### src/rtl/cpu_step_controller_if.sv
// Bus between the board-side controls and cpu_step_controller.
// master: drives the buttons, switch, PC and breakpoint; reads the enables.
// slave:  the step controller itself.
interface cpu_step_controller_if #(
  parameter int PC_W = 16
);
  logic            Run_Sw;
  logic            Step_Btn;
  logic            Restart_Btn;
  logic [PC_W-1:0] PC_In;
  logic [PC_W-1:0] Brk_Addr;
  logic            Brk_En;
  logic            Cpu_Ce;
  logic            Cpu_Restart;
  logic [1:0]      State;
  logic [15:0]     Cycle_Count;

  modport master (
    output Run_Sw, Step_Btn, Restart_Btn, PC_In, Brk_Addr, Brk_En,
    input  Cpu_Ce, Cpu_Restart, State, Cycle_Count
  );

  modport slave (
    input  Run_Sw, Step_Btn, Restart_Btn, PC_In, Brk_Addr, Brk_En,
    output Cpu_Ce, Cpu_Restart, State, Cycle_Count
  );
endinterface

### src/rtl/cpu_step_controller.sv
// Run/step/halt sequencer for the 16-bit CPU datapath.
// Issues one-cycle Cpu_Ce pulses, either free-running every TICK_DIV board
// cycles (RUN) or one per debounced step press (STEP), plus a one-cycle
// Cpu_Restart pulse on a debounced restart press.
// Optional macro STEP_CTRL_BRK_EN: when defined, RUN halts before executing
// the instruction at Brk_Addr; when undefined, no breakpoint logic is built.
module cpu_step_controller #(
  parameter int TICK_DIV        = 50000000,
  parameter int DEBOUNCE_CYCLES = 1000000,
  parameter int PC_W            = 16
) (
  input  logic                 Clk_100MHz,
  input  logic                 Reset,
  cpu_step_controller_if.slave bus
);

  typedef enum logic [1:0] {
    ST_HALT    = 2'b00,
    ST_RUN     = 2'b01,
    ST_STEP    = 2'b10,
    ST_RESTART = 2'b11
  } state_e;

  // Input channel order inside the synchronizer/debouncer vectors.
  localparam int IDX_RUN     = 0;
  localparam int IDX_STEP    = 1;
  localparam int IDX_RESTART = 2;
  localparam int NUM_IN      = 3;

  localparam int CNT_W = (DEBOUNCE_CYCLES > 1) ? $clog2(DEBOUNCE_CYCLES) : 1;
  localparam logic [CNT_W-1:0] DB_LAST = CNT_W'(DEBOUNCE_CYCLES - 1);
  localparam int PS_W = $clog2(TICK_DIV);
  localparam logic [PS_W-1:0] PS_LAST = PS_W'(TICK_DIV - 1);

  // ------------------------------------------------------------------
  // Synchronizers and debouncers
  // ------------------------------------------------------------------
  logic [NUM_IN-1:0] raw_in;
  logic [NUM_IN-1:0] sync1_q, sync2_q;
  logic [NUM_IN-1:0] db_q, db_d;
  logic [CNT_W-1:0]  db_cnt_q [NUM_IN];
  logic [CNT_W-1:0]  db_cnt_d [NUM_IN];
  logic [1:0]        db_prev_q;   // previous debounced step/restart levels
  logic [1:0]        press_q;     // registered rising-edge events: {restart, step}

  assign raw_in = {bus.Restart_Btn, bus.Step_Btn, bus.Run_Sw};

  // Two-flop synchronizer for each asynchronous board input.
  // NOTE: sequential state always uses non-blocking (<=) so every flop samples pre-edge values.
  always_ff @(posedge Clk_100MHz or posedge Reset) begin
    if (Reset) begin
      sync1_q <= '0;
      sync2_q <= '0;
    end else begin
      sync1_q <= raw_in;
      sync2_q <= sync1_q;
    end
  end

  // Debounce: accept a new level after it has differed for DEBOUNCE_CYCLES cycles.
  // NOTE: every always_comb output gets a default first so no path can infer a latch.
  always_comb begin
    db_d = db_q;
    for (int i = 0; i < NUM_IN; i++) begin
      db_cnt_d[i] = '0;
      if (sync2_q[i] != db_q[i]) begin
        if (db_cnt_q[i] == DB_LAST) begin
          db_d[i] = sync2_q[i];
        end else begin
          db_cnt_d[i] = db_cnt_q[i] + CNT_W'(1);
        end
      end
    end
  end

  // Debounce state and rising-edge press detection for step/restart.
  always_ff @(posedge Clk_100MHz or posedge Reset) begin
    if (Reset) begin
      db_q      <= '0;
      db_prev_q <= '0;
      press_q   <= '0;
      for (int i = 0; i < NUM_IN; i++) begin
        db_cnt_q[i] <= '0;
      end
    end else begin
      db_q      <= db_d;
      db_prev_q <= {db_q[IDX_RESTART], db_q[IDX_STEP]};
      press_q   <= {db_q[IDX_RESTART], db_q[IDX_STEP]} & ~db_prev_q;
      for (int i = 0; i < NUM_IN; i++) begin
        db_cnt_q[i] <= db_cnt_d[i];
      end
    end
  end

  logic run_lvl, step_evt, restart_evt;
  assign run_lvl     = db_q[IDX_RUN];
  assign step_evt    = press_q[0];
  assign restart_evt = press_q[1];

  // ------------------------------------------------------------------
  // Sequencer state, prescaler and outputs
  // ------------------------------------------------------------------
  state_e          state_q, state_d;
  logic [PS_W-1:0] prescaler_q, prescaler_d;
  logic            ce_q, ce_d;
  logic            restart_q, restart_d;
  logic [15:0]     count_q, count_d;
  logic            tick;
  logic            brk_hit;
  logic            brk_hold;

  // The prescaler is only nonzero while in RUN, so reaching PS_LAST is a RUN tick.
  assign tick = (state_q == ST_RUN) && (prescaler_q == PS_LAST);

`ifdef STEP_CTRL_BRK_EN
  logic armed_q, armed_d;
  logic hold_q, hold_d;

  assign brk_hit  = tick && bus.Brk_En && armed_q && (bus.PC_In == bus.Brk_Addr);
  assign brk_hold = hold_q;

  // Arm after the first tick in RUN; hold HALT after a hit until Run drops.
  always_comb begin
    armed_d = armed_q;
    hold_d  = hold_q;
    if ((state_q != ST_RUN) && (state_d == ST_RUN)) begin
      armed_d = 1'b0;
    end else if (tick) begin
      armed_d = 1'b1;
    end
    if (!run_lvl || (state_d == ST_RESTART)) begin
      hold_d = 1'b0;
    end else if (brk_hit && (state_d == ST_HALT)) begin
      hold_d = 1'b1;
    end
  end

  // Breakpoint arm/hold registers.
  always_ff @(posedge Clk_100MHz or posedge Reset) begin
    if (Reset) begin
      armed_q <= 1'b0;
      hold_q  <= 1'b0;
    end else begin
      armed_q <= armed_d;
      hold_q  <= hold_d;
    end
  end
`else
  assign brk_hit  = 1'b0;
  assign brk_hold = 1'b0;
`endif

  // State register.
  always_ff @(posedge Clk_100MHz or posedge Reset) begin
    if (Reset) begin
      state_q <= ST_HALT;
    end else begin
      state_q <= state_d;
    end
  end

  // Next state; restart outranks run drop, which outranks breakpoint and tick/step.
  always_comb begin
    state_d = state_q;
    if (restart_evt) begin
      state_d = ST_RESTART;
    end else begin
      case (state_q)
        ST_HALT: begin
          if (run_lvl && !brk_hold) begin
            state_d = ST_RUN;
          end else if (step_evt) begin
            state_d = ST_STEP;
          end
        end
        ST_RUN: begin
          if (!run_lvl || brk_hit) begin
            state_d = ST_HALT;
          end
        end
        default: state_d = ST_HALT;   // STEP and RESTART last exactly one cycle
      endcase
    end
  end

  // Output and datapath next values, registered below.
  always_comb begin
    prescaler_d = '0;
    if ((state_q == ST_RUN) && (state_d == ST_RUN)) begin
      prescaler_d = tick ? '0 : prescaler_q + PS_W'(1);
    end
    ce_d      = (state_d == ST_STEP) ||
                ((state_q == ST_RUN) && (state_d == ST_RUN) && tick);
    restart_d = (state_d == ST_RESTART);
    count_d   = count_q;
    if (state_d == ST_RESTART) begin
      count_d = '0;
    end else if (ce_q && (count_q != 16'hFFFF)) begin
      count_d = count_q + 16'd1;
    end
  end

  // Registered outputs, prescaler and instruction counter.
  always_ff @(posedge Clk_100MHz or posedge Reset) begin
    if (Reset) begin
      prescaler_q <= '0;
      ce_q        <= 1'b0;
      restart_q   <= 1'b0;
      count_q     <= '0;
    end else begin
      prescaler_q <= prescaler_d;
      ce_q        <= ce_d;
      restart_q   <= restart_d;
      count_q     <= count_d;
    end
  end

  assign bus.Cpu_Ce      = ce_q;
  assign bus.Cpu_Restart = restart_q;
  assign bus.State       = state_q;
  assign bus.Cycle_Count = count_q;

endmodule

### src/flat_wrapper.sv
// flat-port wrapper written by rule: the top's interface ports become plain ports
module cpu_step_controller_flat 
#(
  parameter int TICK_DIV        = 50000000,
  parameter int DEBOUNCE_CYCLES = 1000000,
  parameter int PC_W            = 16
)
  (Clk_100MHz, Reset, bus_Run_Sw, bus_Step_Btn, bus_Restart_Btn, bus_PC_In, bus_Brk_Addr, bus_Brk_En, bus_Cpu_Ce, bus_Cpu_Restart, bus_State, bus_Cycle_Count);
  cpu_step_controller_if #(.PC_W(PC_W)) bus_i ();
  input  logic Clk_100MHz;
  input  logic Reset;
  input wire logic [$bits(bus_i.Run_Sw)-1:0] bus_Run_Sw;
  input wire logic [$bits(bus_i.Step_Btn)-1:0] bus_Step_Btn;
  input wire logic [$bits(bus_i.Restart_Btn)-1:0] bus_Restart_Btn;
  input wire logic [$bits(bus_i.PC_In)-1:0] bus_PC_In;
  input wire logic [$bits(bus_i.Brk_Addr)-1:0] bus_Brk_Addr;
  input wire logic [$bits(bus_i.Brk_En)-1:0] bus_Brk_En;
  output wire logic [$bits(bus_i.Cpu_Ce)-1:0] bus_Cpu_Ce;
  output wire logic [$bits(bus_i.Cpu_Restart)-1:0] bus_Cpu_Restart;
  output wire logic [$bits(bus_i.State)-1:0] bus_State;
  output wire logic [$bits(bus_i.Cycle_Count)-1:0] bus_Cycle_Count;
  assign bus_i.Run_Sw = bus_Run_Sw;
  assign bus_i.Step_Btn = bus_Step_Btn;
  assign bus_i.Restart_Btn = bus_Restart_Btn;
  assign bus_i.PC_In = bus_PC_In;
  assign bus_i.Brk_Addr = bus_Brk_Addr;
  assign bus_i.Brk_En = bus_Brk_En;
  assign bus_Cpu_Ce = bus_i.Cpu_Ce;
  assign bus_Cpu_Restart = bus_i.Cpu_Restart;
  assign bus_State = bus_i.State;
  assign bus_Cycle_Count = bus_i.Cycle_Count;
  cpu_step_controller #(.TICK_DIV(TICK_DIV), .DEBOUNCE_CYCLES(DEBOUNCE_CYCLES), .PC_W(PC_W)) u_core (.Clk_100MHz(Clk_100MHz), .Reset(Reset), .bus(bus_i));
endmodule
### config.mk
export PLATFORM = sky130hd
export DESIGN_NAME = cpu_step_controller_flat
export DESIGN_NICKNAME = d
export VERILOG_FILES = /design/src/rtl/cpu_step_controller_if.sv /design/src/rtl/cpu_step_controller.sv /design/src/flat_wrapper.sv
export SDC_FILE = /design/constraint.sdc
export NUM_CORES = 1
export LEC_CHECK = 0
export CAP_MARGIN = 0
export CORE_MARGIN = 5
export CORE_UTILIZATION = 50
export CTS_CLUSTER_DIAMETER = 200
export CTS_CLUSTER_SIZE = 40
export DETAILED_ROUTE_END_ITERATION = 8
export PLACE_DENSITY = 0.73
export SYNTH_ARGS = -nofsm -noshare
export SYNTH_HDL_FRONTEND = slang
export SYNTH_SLANG_ARGS = --single-unit
### constraint.sdc
create_clock -name Clk_100MHz -period 6.05 [get_ports Clk_100MHz]
set_input_delay 1.21 -clock Clk_100MHz [delete_from_list [all_inputs] [get_ports Clk_100MHz]]
set_output_delay 1.21 -clock Clk_100MHz [all_outputs]
set_load 0.005 [all_outputs]
# ---- After elaboration in Yosys (flattened, before gate mapping)
# Index checks and enable logic that the tools add are counted.
dict set report word_totals {
  reg_bits 119
  in_bits 38
  out_inout_bits 20
  wordCells 59
}
dict set report classes {
  n_addsub 5
  n_eq_ne 12
  mux 15
  bitwise 2
  reduce_logical 10
}
# op n
set ops {}
lappend ops {{$mux W20} 6}
lappend ops {{$add A20 B1 Y20 const B} 3}
lappend ops {{$eq A20 B20 Y1 const B} 3}
lappend ops {{$mux W26} 2}
lappend ops {{$mux W16} 2}
lappend ops {{$add A26 B1 Y26 const B} 1}
lappend ops {{$eq A26 B26 Y1 const B} 1}
lappend ops {{$add A16 B1 Y16 const B} 1}
lappend ops {{$ne A16 B16 Y1 const B} 1}
lappend ops {{$mux W2} 4}
lappend ops {{$reduce_and A2 Y1} 3}
lappend ops {{$eq A2 B1 Y1 const B} 2}
lappend ops {{$eq A2 B2 Y1 const B} 2}
lappend ops {{$logic_and A1 B1 Y1} 4}
lappend ops {{$pmux W2 S2} 1}
lappend ops {{$ne A1 B1 Y1} 3}
lappend ops {{$and A2 B2 Y2} 1}
lappend ops {{$logic_not A2 Y1} 1}
lappend ops {{$not A2 Y2} 1}
lappend ops {{$reduce_bool A2 Y1} 1}
lappend ops {{$logic_or A1 B1 Y1} 1}

# ---- Logic depth before layout (Yosys ltp)
dict set report logic_depth {
  ltp_word 8
  mapped_depth 7
  mapped_depth_nobuf 5
}

# ---- Least setup slack after synthesis
# No wires, ideal clock.
dict set report synth_timing {
  path_type {register -> register}
  startpoint {reg u_core.db_cnt_q[40] (netlist name)}
  endpoint {reg u_core.db_cnt_q[58] (netlist name)}
  setup_ns 0.078
  arrival_ns 1.915
  required_time_ns 5.972
  slack_ns 4.057
  stages_incl_launch_ff 7
  n_path_buf 1
  synth_period_minus_slack_ns 1.993
  path_cell_list {dfrtp_1 -> ha_1 -> nand4_1 -> or4_1 -> buf_2 -> or4_1 -> a21oi_1}
}
# element line_no
set synth_rtl {}
lappend synth_rtl {{start, declared} cpu_step_controller.sv:41} ;# logic [CNT_W-1:0] db_cnt_q [NUM_IN];
lappend synth_rtl {{start signal, assigned by index} cpu_step_controller.sv:90} ;# db_cnt_q[i] <= db_cnt_d[i];

==> results.sh <==
export IMPL_cts_num_sinks=119
export IMPL_cts_htree_levels=4
export IMPL_post_drt_wl_per_cell_um=15.3
export IMPL_numCtsBuffers=17
export IMPL_ys_types=41
export IMPL_syn_area_per_cell_um2=9.96
export IMPL_cts_tree="yes"
export IMPL_seq_power_share=0.443
export IMPL_synth_top_area_share=0.519
export IMPL_synth_commonest_cells="119 x dfrtp_1, 50 x nor2_1, 36 x nand2_1"
export IMPL_hold_path_depth=0
export IMPL_ys_async_sr_fraction=1.00
export IMPL_antenna_found_initial=0
export IMPL_yosysSeqAreaShare=0.519
export IMPL_ys_ff_latch=119
export IMPL_grt_max_degree=83
export IMPL_synth_edf_count=0
export IMPL_initial_core_util=0.507
export IMPL_dpl_hpwl_mm=7.20
export IMPL_clkSlewWorstSetupHoldPaths_ps=60
export IMPL_setup_viol=0
export IMPL_dpl_instance_area_mm2=0.00610
export IMPL_fp_row_count=39
export IMPL_num_vias=4523
export IMPL_post_cts_resized=0
export IMPL_p_sw_frac=0.223
export IMPL_yosysWarnings=0
export IMPL_nNetsFinal=641
export IMPL_core_mm2=0.0113
export IMPL_ys_flop_type="dfrtp_1"
export IMPL_clock_skew_final_ps=6.74
export IMPL_die_y_um=117
export IMPL_syn_instance_count=576
export IMPL_final_antenna_net_count=0
export IMPL_intPower_mw=1.42
export IMPL_routed_wl_mm=11.5
export IMPL_hold_viol=0
export IMPL_worstRegToRegCells=5
export IMPL_drt_pass1_iter_count=4
export IMPL_fp_dieW_um=117
export IMPL_globalRoute_totalOverflow=0
export IMPL_crit_arrival_ps=2910
export IMPL_maxCapViolations=0
export IMPL_pwr_share_clk=0.536
export IMPL_post_synth_top_count_cell="dfrtp_1"
export IMPL_syn_to_final_growth_pct=16.5
export IMPL_place_congestion=0.809
export IMPL_synth_top_area_cell="dfrtp_1"
export IMPL_ys_top_cells_by_area="dfrtp_1 52%, xor2_1 5.2%, nor2_1 3.3%"
export IMPL_drc=0
export IMPL_grt_pass1_wl_mm=20.1
export IMPL_vias_per_cell=6.00
export IMPL_worstPathRequired_ps=6340
export IMPL_setup_tns_ps=0
export IMPL_run_status="complete, no violations"
export IMPL_clockBufferDepth=2
export IMPL_slew_headroom=0.237
export IMPL_combPwrFrac=0.021
export IMPL_grt_total_usage=0.181
export IMPL_die_area_mm2=0.0137
export IMPL_power_density_mw_per_mm2=273
export IMPL_fin_crit_ps=2630
export IMPL_max_freq_mhz=381
export IMPL_crit_fanout=11
export IMPL_netlist_area_mm2=0.00574
export IMPL_num_io_pins=58
export IMPL_ir_drop_v=0.000206
export IMPL_drv_slew=0
export IMPL_clock_root_buffer="clkbuf_16"
export IMPL_port_buffers=24
export IMPL_synth_nets=619
export IMPL_worst_slew_pin_slew_ps=1140
export IMPL_cp_start_kind="flip-flop"
export IMPL_drtIter0Drc=399
export IMPL_worst_setup_path_end_kind="flip-flop"
export IMPL_diodes=0
export IMPL_rsz0062_at_grt="false"
export IMPL_switching_power_mw=0.406
export IMPL_worst_hold_path_type="flip-flop to flip-flop"
export IMPL_final_cell_area_mm2=0.00669
export IMPL_drive_gt1_frac=0.0802
export IMPL_grt_pass1_vias=4386
export IMPL_clk_latency_ps=410
export IMPL_leakagePower_nw=2.66
export IMPL_cts_setup_buffers=0
export IMPL_post_route_period_util=0.434
export IMPL_path_class="flip-flop to flip-flop"
export IMPL_cts_hold_buffers_added=0
-- through the flow --
stage | setup slack [ps] | hold WS, ps | std cells | util | total power [mW]
6_report | 3420 | 347 | 754 | 0.591 | 1.83
5_1_grt | 3280 | 365 | 754 | 0.591 | 1.89
4_1_cts | 3420 | 349 | 754 | 0.591 | 1.84
3_5_place_dp | 3060 | 336 | 722 | 0.539 | 0.862
3_3_place_gp | 3100 | 334 | 722 | 0.539 | 0.861
2_1_floorplan | 1680 | 331 | 576 | - | 0.849
-- final timing paths --
| check | start | to | slack, ps |
|---|---|---|---|
| setup reg to reg | u_core.db_cnt_q[10] | u_core.db_cnt_q[5] | 3420 |
| hold reg to reg | u_core.sync1_q[0] | u_core.sync2_q[0] | 350 |
| max in group asynchronous | Reset | u_core.prescaler_q[23] | 3600 |
| hold / removal | u_core.sync1_q[0] | u_core.sync2_q[0] | 350 |
| setup / recovery | u_core.db_cnt_q[10] | u_core.db_cnt_q[5] | 3420 |
| min in group asynchronous | Reset | u_core.sync1_q[0] | 1390 |
-- power groups by stage --
stage	logic, mW	clock network (mW)	registers (mW)
after global routing	0.0442	1.03	0.810
final	0.0375	0.979	0.809
after CTS	0.0394	0.994	0.809
after detailed placement	0.0389	0	0.823
after floorplan	0.0277	0	0.822
after global placement	0.0378	0	0.823
-- final cells by class --
class / count / area [um^2]
timing repair buffer: 30 / 285
inverter: 13 / 51.3
multi-input combinational: 417 / 2610
clock inverter: 15 / 155
clock buffer: 17 / 425
tap: 143 / 179
sequential: 119 / 2980
fill: 963 / 4640
-- cell usage in the layout (no fill, tap or decap), drive strengths merged, types with 25 or more instances in the layout --
cell type	n
nor2	50
or3	25
nand3	34
nand2	36
xor2	34
o21ai	25
a21oi	30
dfrtp	119
nand4	28
-- per-layer routing --
| metal | vias up | track usage | part of all wire |
|---|---|---|---|
| met5 | - | 0 | 0 |
| met4 | 0 | 0.0589 | 0.010 |
| met3 | 12 | 0.0437 | 0.040 |
| met2 | 84 | 0.296 | 0.49 |
| met1 | 2263 | 0.239 | 0.46 |
| li1 | 2164 | - | - |
-- critical path: stages, from the launching register on --
cell and delay, ps:
dfrtp_1 420, or4bb_1 500, or4_1 570, o21ai_1 630, buf_4 300, nor2_1 80
-- sequential cells by signal (all words and copies together) (netlist names), 2 cells and up --
| name | count |
|---|---|
| u_core.db_cnt_q | 60 |
| u_core.prescaler_q | 26 |
| u_core.bus.Cycle_Count | 16 |
| u_core.db_q | 3 |
| u_core.sync1_q | 3 |
| u_core.sync2_q | 3 |
| u_core.bus.State | 2 |
| u_core.db_prev_q | 2 |
| u_core.press_q | 2 |
-- cells by family (layout without fill, tap and decap cells) --
group,count (synthesis),after routing,share of synthesized area
AO/OA/AOI/OAI,94,94,0.102
XOR/XNOR,53,53,0.0809
AND/OR/NAND/NOR,261,261,0.252
adder cells (fa/ha/maj),5,5,0.0109
flip-flops,119,119,0.519
buffers and inverters,40,75,0.0286
multiplexers,4,4,0.00763
Power figures use the tool's default switching activity.
